## src/rtl/mips_pkg.sv

```systemverilog
// Shared definitions for the instruction-memory program loader.
// Contents:
//   state_t        - loader FSM state encoding (3 bits)
//   HALT_WORD      - end-of-program marker
//   BYTES_PER_WORD - UART bytes packed into one instruction
package mips_pkg;

  typedef enum logic [2:0] {
    ST_IDLE    = 3'd0,
    ST_RECEIVE = 3'd1,
    ST_WRITE   = 3'd2,
    ST_DONE    = 3'd3,
    ST_ERROR   = 3'd4
  } state_t;

  localparam logic [31:0] HALT_WORD      = 32'hFFFF_FFFF;
  localparam int          BYTES_PER_WORD = 4;

endpackage

```

## src/rtl/if_loader_word_packer.sv

```systemverilog
// Byte-to-word packer for the program loader. Bytes are shifted in
// MSB-first, so the first byte of a word ends up in the top byte lane.
// Ports:
//   i_clk        clock
//   i_reset      synchronous active-low reset
//   i_clear      drop any partial word and restart at byte 0
//   i_shift      accept i_byte this cycle
//   i_byte       incoming byte
//   o_word_next  word as it would be after shifting in i_byte
//   o_word_ready i_byte completes the current word this cycle
module if_loader_word_packer
  import mips_pkg::*;
#(
  parameter int NB_BYTE = 8,
  parameter int NB_INST = 32
) (
  input  logic               i_clk,
  input  logic               i_reset,
  input  logic               i_clear,
  input  logic               i_shift,
  input  logic [NB_BYTE-1:0] i_byte,
  output logic [NB_INST-1:0] o_word_next,
  output logic               o_word_ready
);

  // Only the lower three byte lanes are kept: the top lane is always
  // shifted out by the time a word completes.
  logic [NB_INST-NB_BYTE-1:0] word_lo;
  logic [1:0]                 byte_cnt;

  assign o_word_next  = {word_lo, i_byte};
  assign o_word_ready = i_shift && (byte_cnt == 2'(BYTES_PER_WORD - 1));

  always_ff @(posedge i_clk) begin
    if (!i_reset || i_clear) begin
      word_lo  <= '0;
      byte_cnt <= 2'd0;
    end else if (i_shift) begin
      word_lo  <= o_word_next[NB_INST-NB_BYTE-1:0];
      byte_cnt <= byte_cnt + 2'd1;
    end
  end

endmodule

```

## src/rtl/if_program_loader.sv

```systemverilog
// Program loader in front of the instruction-fetch write port. Packs the
// debug UART byte stream into instructions, writes them to consecutive
// word addresses and stops on the HALT word (written too) or when the
// memory is full.
// Ports:
//   i_clk          clock
//   i_reset        synchronous active-low reset
//   i_start        pulse: arm / restart a load
//   i_rx_data      received byte
//   i_rx_valid     i_rx_data valid strobe
//   o_write        instruction-memory write strobe (one cycle per word)
//   o_instruction  word being written (holds last written word)
//   o_address      byte address of the word (holds last written address)
//   o_loading      load in progress (RECEIVE / WRITE)
//   o_done         HALT word written
//   o_error        memory filled without a HALT word
//   o_word_count   words written in the current load, HALT included
module if_program_loader
  import mips_pkg::*;
#(
  parameter int                NB_ADDR   = 32,
  parameter int                NB_INST   = 32,
  parameter int                NB_BYTE   = 8,
  parameter int                MEM_DEPTH = 256,
  parameter logic [NB_INST-1:0] HALT_WORD = mips_pkg::HALT_WORD
) (
  input  logic                           i_clk,
  input  logic                           i_reset,
  input  logic                           i_start,
  input  logic [NB_BYTE-1:0]             i_rx_data,
  input  logic                           i_rx_valid,
  output logic                           o_write,
  output logic [NB_INST-1:0]             o_instruction,
  output logic [NB_ADDR-1:0]             o_address,
  output logic                           o_loading,
  output logic                           o_done,
  output logic                           o_error,
  output logic [$clog2(MEM_DEPTH):0]     o_word_count
);

  localparam int WC_W = $clog2(MEM_DEPTH) + 1;

  state_t             state;
  logic [NB_ADDR-1:0] addr;

  logic               pack_shift;
  logic               word_ready;
  logic [NB_INST-1:0] word_next;

  // Decisions taken while in WRITE: o_instruction already holds the word
  // being written, and o_word_count has not yet counted it.
  logic halt_hit;
  logic last_slot;
  logic ends_load;

  assign halt_hit  = (o_instruction == HALT_WORD);
  assign last_slot = (o_word_count == WC_W'(MEM_DEPTH - 1));
  assign ends_load = halt_hit || last_slot;

  // A byte during WRITE starts the next word, unless the load ends there.
  // i_start takes precedence: the byte arriving with it is dropped.
  always_comb begin
    pack_shift = 1'b0;
    if (!i_start && i_rx_valid) begin
      if (state == ST_RECEIVE)
        pack_shift = 1'b1;
      else if (state == ST_WRITE && !ends_load)
        pack_shift = 1'b1;
    end
  end

  if_loader_word_packer #(
    .NB_BYTE (NB_BYTE),
    .NB_INST (NB_INST)
  ) u_packer (
    .i_clk        (i_clk),
    .i_reset      (i_reset),
    .i_clear      (i_start),
    .i_shift      (pack_shift),
    .i_byte       (i_rx_data),
    .o_word_next  (word_next),
    .o_word_ready (word_ready)
  );

  always_ff @(posedge i_clk) begin
    if (!i_reset) begin
      state         <= ST_IDLE;
      addr          <= '0;
      o_write       <= 1'b0;
      o_instruction <= '0;
      o_address     <= '0;
      o_loading     <= 1'b0;
      o_done        <= 1'b0;
      o_error       <= 1'b0;
      o_word_count  <= '0;
    end else begin
      o_write <= 1'b0;
      case (state)
        ST_IDLE, ST_DONE, ST_ERROR: begin
          if (i_start) begin
            state        <= ST_RECEIVE;
            addr         <= '0;
            o_word_count <= '0;
            o_loading    <= 1'b1;
            o_done       <= 1'b0;
            o_error      <= 1'b0;
          end
        end

        ST_RECEIVE: begin
          if (i_start) begin
            addr         <= '0;
            o_word_count <= '0;
          end else if (word_ready) begin
            state         <= ST_WRITE;
            o_write       <= 1'b1;
            o_instruction <= word_next;
            o_address     <= addr;
          end
        end

        ST_WRITE: begin
          if (i_start) begin
            state        <= ST_RECEIVE;
            addr         <= '0;
            o_word_count <= '0;
          end else if (halt_hit) begin
            state        <= ST_DONE;
            o_word_count <= o_word_count + WC_W'(1);
            o_loading    <= 1'b0;
            o_done       <= 1'b1;
          end else begin
            addr         <= addr + NB_ADDR'(BYTES_PER_WORD);
            o_word_count <= o_word_count + WC_W'(1);
            if (last_slot) begin
              state     <= ST_ERROR;
              o_loading <= 1'b0;
              o_error   <= 1'b1;
            end else begin
              state <= ST_RECEIVE;
            end
          end
        end

        default: begin
          state     <= ST_IDLE;
          o_loading <= 1'b0;
          o_done    <= 1'b0;
          o_error   <= 1'b0;
        end
      endcase
    end
  end

endmodule

```

## config.mk

```make
export PLATFORM = sky130hd
export DESIGN_NAME = if_program_loader
export DESIGN_NICKNAME = d
export VERILOG_FILES = /design/src/rtl/mips_pkg.sv /design/src/rtl/if_loader_word_packer.sv /design/src/rtl/if_program_loader.sv
export SDC_FILE = /design/constraint.sdc
export NUM_CORES = 1
export LEC_CHECK = 0
export BUFFER_PORTS_ARGS = -buffer_cell sky130_fd_sc_hd__clkbuf_2
export CORE_MARGIN = 3
export CORE_UTILIZATION = 35
export CTS_BUF_LIST = sky130_fd_sc_hd__clkbuf_4 sky130_fd_sc_hd__clkbuf_8
export DETAILED_ROUTE_END_ITERATION = 12
export MAX_ROUTING_LAYER = met4
export PLACE_DENSITY = 0.61
export SLEW_MARGIN = 20
export SYNTH_ARGS = -nofsm -noshare
export SYNTH_HDL_FRONTEND = slang
export SYNTH_HIERARCHICAL = 1
export SYNTH_SLANG_ARGS = --single-unit
```

## constraint.sdc

```tcl
create_clock -name i_clk -period 8.2 [get_ports i_clk]
set_input_delay 0.41 -clock i_clk [delete_from_list [all_inputs] [get_ports i_clk]]
set_output_delay 0.41 -clock i_clk [all_outputs]
set_load 0.01 [all_outputs]
```

After elaboration in Yosys (flattened, before gate mapping)
Cells that the tools add are included.

operators by class
  add/subtract/negate cells = 3
  eq/ne operators = 17
  muxes and demuxes = 31
  bitwise operators = 3
  reductions and logical operators = 20

operators by type and width
  kind                   count
  $mux 32                3
  $pmux 32 s2            1
  $add 32x3->32 const B  1
  $eq 32x32->1 const B   1
  $mux 3                 6
  $mux 9                 2
  $pmux 9 s2             1
  $mux 1                 14
  $ne 2x2->1 const B     6
  $add 9x1->9 const B    1
  $eq 9x8->1 const B     1
  $pmux 1 s3             3
  $pmux 3 s3             1
  $reduce_and 3->1       3
  $reduce_and 4->1       2
  $eq 3x2->1 const B     2
  $ne 3x3->1 const B     2
  $reduce_or 3->1        2
  $reduce_and 5->1       1
  $ne 2x1->1 const B     2
  $reduce_or 4->1        1
  $eq 3x1->1 const B     1
  $eq 3x3->1 const B     1
  $logic_and 1x1->1      3
  8 further kinds        13

word-level totals
  register bits = 138
  input port bits = 12
  output and inout bits = 77
  word-level logic and storage cells = 85

Depth between registers and ports, before layout
  depth in word-level cells = 11
  depth in mapped cells = 15
  gate-level depth less buffers = 12

Modules after synthesis
The synthesis kept the hierarchy.

by module, submodules not included
  module                 times used  cells each  area each (um^2)
  if_program_loader      1           597         4,971.0
  if_loader_word_packer  1           95          1,047.3

Least setup slack after synthesis
No wires, ideal clock.

  path kind = reg-to-reg
  start point = reg o_instruction[30]
  end point = reg state[1]
  setup time = 0.120 ns
  data arrival time = 2.773 ns
  required time = 8.080 ns
  path slack = 5.307 ns
  stages on the path, launching flop included = 15
  path buffers = 5
  period minus slack after synthesis = 2.893 ns
  path through = dfxtp_1 -> nand4_1 -> or4_1 -> buf_2 -> nor2_1 -> nor3_1 -> o211a_1 -> buf_6 -> buf_12 -> and2_1 -> and3_1 -> clkbuf_1 -> buf_1 -> a211oi_1 -> nor2_1

on the way
  cells in the longest elaborated chain, start to end = 10
  elaborated cells between the ends (all ways) = 13
  classes of those cells = 2 x eq/ne; 6 x mux; 5 x reduce/logical

RTL lines
  element                     RTL line                     text
  start, declared             if_program_loader.sv:33      output logic [NB_INST-1:0] o_instruction,
  start signal, assigned      if_program_loader.sv:117     o_instruction <= word_next;
  $eq 32x32->1                if_program_loader.sv:56      assign halt_hit = (o_instruction == HALT_WORD);
  $logic_or 1x1->1            if_program_loader.sv:58      assign ends_load = halt_hit || last_slot;
  $logic_not 1->1             if_program_loader.sv:67      else if (state == ST_WRITE && !ends_load)
  $logic_and 1x1->1           if_program_loader.sv:67
  $mux 1                      if_program_loader.sv:67
  $mux 1                      if_program_loader.sv:65      if (state == ST_RECEIVE)
  $mux 1                      if_program_loader.sv:64      if (!i_start && i_rx_valid) begin
  net pack_shift              if_program_loader.sv:46      logic pack_shift;
  $logic_and 1x1->1           if_loader_word_packer.sv:32  assign o_word_ready = i_shift && (byte_cnt == 2'(BYTES_PER_WORD - 1));
  net word_ready              if_program_loader.sv:47      logic word_ready;
  $ne 2x1->1 (no line)        -
  $reduce_and 3->1 (no line)  -
  end signal, assigned        if_program_loader.sv:87      state <= ST_IDLE;
  end signal, assigned        if_program_loader.sv:101     state <= ST_RECEIVE;
  end signal, assigned        if_program_loader.sv:115     state <= ST_WRITE;
  end, declared               if_program_loader.sv:43      state_t state;

The timed path passes the listed nets, and every way through them passes these cells.
A chain may end at the register's enable or synchronous reset.

Worst setup path in the final report
  start point = reg o_word_count[0]
  end point = reg o_address[3]

on the way
  cells in the longest elaborated chain, start to end = 9

RTL lines
  element                     RTL line                     text
  start, declared             if_program_loader.sv:38      output logic [$clog2(MEM_DEPTH):0] o_word_count
  start signal, assigned      if_program_loader.sv:129     o_word_count <= o_word_count + WC_W'(1);
  start signal, assigned      if_program_loader.sv:134     o_word_count <= o_word_count + WC_W'(1);
  $eq 9x8->1                  if_program_loader.sv:57      assign last_slot = (o_word_count == WC_W'(MEM_DEPTH - 1));
  $logic_or 1x1->1            if_program_loader.sv:58
  $logic_not 1->1             if_program_loader.sv:67
  $logic_and 1x1->1           if_program_loader.sv:67
  $mux 1                      if_program_loader.sv:67
  $mux 1                      if_program_loader.sv:65
  $mux 1                      if_program_loader.sv:64
  net pack_shift              if_program_loader.sv:46
  $logic_and 1x1->1           if_loader_word_packer.sv:32
  net word_ready              if_program_loader.sv:47
  $reduce_and 3->1 (no line)  -
  end signal, assigned        if_program_loader.sv:118     o_address <= addr;
  end, declared               if_program_loader.sv:34      output logic [NB_ADDR-1:0] o_address,

The timed path passes the listed nets, and every way through them passes these cells.

==> metrics.md <==
| Metric | Value |
|---|---|
| GRT Overall Usage | between 10% and 20% |
| WHS Endpoint | o_instruction[7] |
| Asr flop ratio synth | 0% |
| Post-DP Area | 0.00642 mm2 |
| Crit path DAT | 3.87 ns |
| Layout area overhead | 12.9% |
| Hold Crit Depth | 3 |
| Avg WL per Cell | roughly 14 um |
| Post_cts resized | 0 |
| Largest net degree at the start of global routing | 85 |
| HPWL Detailed | 9.38 mm |
| Final net count | between 700 and 800 |
| Worst Path Max Fanout | 47 |
| Post-route cell area | a little under 0.007 mm2 |
| Clk Latency, worst-skew pair | 0.44 ns |
| Die width | roughly 140 um |
| FF+latch count, synth | approximately 130 |
| Remaining Overflow, GRT | 0 |
| Crit share post-route | between 40% and 50% |
| Crit-path cells | ha_1, nand3_1, nor2_1, and3_1, ha_1, nor3_1, o211a_1, buf_4, and2_1, and3_2, buf_4, nand2_1, a21boi_0 |
| Starting density of the core | a little over a third |
| Ant. Diodes | 0 |
| Initial DRC count | slightly above 300 |
| First-pass GRT wire length | between 20 and 25 mm |
| DR DRC count | 0 |
| Final slew viol count | 0 |
| I/O Pins | 89 |
| Syn_area_per_cell | 8.70 um2 |
| LEAKAGE | between 0.002 and 0.0025 uW |
| Max-Cap Viols | 0 |
| Post-CTS setup buffers | 0 |
| Post-Syn Instances | just under 700 |
| Fmax | 285 MHz |
| R2R depth | 13 |
| Final antenna-violating net count | 0 |
| Routed WL | roughly 14 mm |
| Root Driver | clkbuf_8 |
| Register area share after synthesis | between 40 and 50% |
| Max Root-Sink Buffers | 2 |
| H-tree Lvls | 4 |
| Critical Path End Type | flip-flop |
| Delay-heaviest family, CP | simple AND/OR/NAND/NOR gates |
| Placer Congestion | slightly below 0.8 |
| Critical Path Max Stage Delay | 0.48 ns |
| Top post-synthesis cells by count | nand2_1, dfxtp_1, a21boi_0 |
| CP max stage cell | buf_4 |
| Worst hold start | i_rx_data[7] |
| Core Region | around 0.017 mm2 |
| Netlist Area Pre-Place | between 0.006 and 0.007 mm2 |
| CTS Hold Bufs | 0 |
| Fin Setup TNS | 0 ns |
| Via/cell ratio | about 5.0 |
| Most common flop cell mapped by yosys | dfxtp_1 |
| Die Height | about 140 um |
| Tmin final | roughly 3.5 ns |
| Max-slew headroom | 37.3% |
| Count leader, synth | nand2_1 |
| Reg-to-reg startpoint | o_word_count[0] |
| Clk sink count | between 100 and 150 |
| Antenna violations before repair | 0 |
| Power Density | ~180 mW/mm2 |
| Max IR drop VDD | ~0.000092 V |
| Status | finished, final reports clean |
| Hold Fails Final Rpt | 0 |
| Synth Warn # | 6 |
| CTS tree | yes |
| R2r setup slk | around 4.7 ns |
| HP Class | in -> reg |
| Top cell type's share of synthesized area | between 40% and 50% |
| Die area | between 0.015 and 0.02 mm2 |
| Row count | 47 |
| Top cells by area, synth | dfxtp_1, nand2_1, a21boi_0, mux2i_1, nor2_1 |
| Leading area contributor after synthesis | dfxtp_1 |
| Setup CP Type | reg -> reg |
| Least-Margin Pin Slew | 0.940 ns |
| CTS clk-pin slew, worst paths | roughly 0.08 ns |
| RSZ-0062 raised after global routing | false |
| Vias in the first global route | 4489 |
| Worst Skew | around 0.015 ns |
| CP required | between 8 and 9 ns |
| CP Launch Type | flip-flop |
| Setup violators final | 0 |
| Buffers on Ports | 86 |
| Drt first pass iters | 4 |
| CP Buf/Inv Count | 2 |
| RR Endpoint | o_address[3] |
| Post-synth EDFFs | 0 |
| Yosys cell types | 67 |
| Layout cells sized above 1 | 19.3% |
| DR vias | 4900 |
| Total CTS buffers | 17 |
## how the worst max path moves through the flow
stage                                  from       endpoint  depth (start not counted)
after floorplan           o_instruction[30]       state[1]                         14
after global placement      o_word_count[0]   o_address[3]                         13
final                       o_word_count[0]   o_address[3]                         13
after detailed placement    o_word_count[0]  o_address[30]                         13
after CTS                   o_word_count[0]  o_address[30]                         13
after global routing        o_word_count[0]  o_address[15]                         13
## layout make-up
cell class	instances	area, um2
Fill cell	1733	9910
Multi-Input combinational cell	489	2950
Sequential cell	134	2680
Timing Repair Buffer	92	475
Clock buffer	22	290
Tap cell	220	275
Clock inverter	9	77.6
Inverter	10	37.5
## registers in the layout (all words and copies together) (netlist names), 2 cells and up
| register | cells |
|---|---|
| addr | 30 |
| o_instruction | 32 |
| u_packer/byte_cnt | 2 |
| state | 3 |
| o_address | 30 |
| u_packer/word_lo | 24 |
| o_word_count | 9 |
## cells by family (layout without fill, tap and decap cells)
family / after synthesis / in the layout / synth area share [%]
simple gates: 290 / 290 / 23.9
compound gates: 164 / 164 / 19.3
flops: 134 / 134 / 44.6
buf+inv: 70 / 133 / 6.61
mux: 27 / 27 / 4.49
fa+ha+maj: 4 / 4 / 0.832
xor+xnor: 2 / 2 / 0.291
other cells: 1 / 2 / 0.0623
## stage by stage
step / instances / power (uW) / hold WS, ns / util (%) / worst slack (ns)
6_report: 976 / 1210 / 0.228 / 40.7 / 4.69
3_3_place_gp: 945 / 708 / 0.454 / 38.4 / 4.71
5_1_grt: 976 / 1250 / 0.212 / 40.7 / 4.29
3_5_place_dp: 945 / 708 / 0.455 / 38.4 / 4.67
2_1_floorplan: 693 / 702 / 0.440 / - / 5.31
4_1_cts: 976 / 1220 / 0.194 / 40.6 / 4.64
## where the power goes
part / internal [uW] / switching, uW / leakage, uW / total, uW
clock network: 266 / 249 / 0.000187 / 515
registers: 652 / 2.82 / 0.00108 / 655
logic: 14.6 / 23.4 / 0.00106 / 37.9
total: 933 / 275 / 0.00232 / 1210
## layer usage
metal  wire length, um  GRT usage, %  vias to the layer above  part of all wire, %
met5                 0             -                        -                    0
met4                92          4.88                        0                 0.66
met3               612          4.30                        8                  4.4
met2              6470          24.0                       94                   46
met1              6850          20.5                     2264                   49
li1                  -             -                     2534                    -
## placed cells by master, fill, tap and decap left out, drive strengths merged, types with 5 or more instances in the layout
cell type | Yosys | routed
dfxtp | 134 | 134
o211ai | 7 | 7
nand3 | 14 | 14
o21ai | 21 | 21
nand4 | 13 | 13
a21oi | 27 | 27
clkinv | 0 | 5
clkbuf | 25 | 108
nor2b | 6 | 6
a21boi | 67 | 67
inv | 10 | 10
buf | 35 | 6
or3 | 6 | 6
or4 | 23 | 23
nor2 | 49 | 49
and2 | 6 | 6
nor3 | 6 | 6
nand2 | 145 | 145
o31ai | 21 | 21
mux2i | 27 | 27
## worst register-to-register path, delay by kind of cell (launching register included)
family          cells  cell delay, ns
fa+ha+maj           2            0.47
buf+inv             2            0.87
compound gates      2            0.32
simple gates        7            1.41
flops               1            0.35
(Power assumes the default switching activity.)
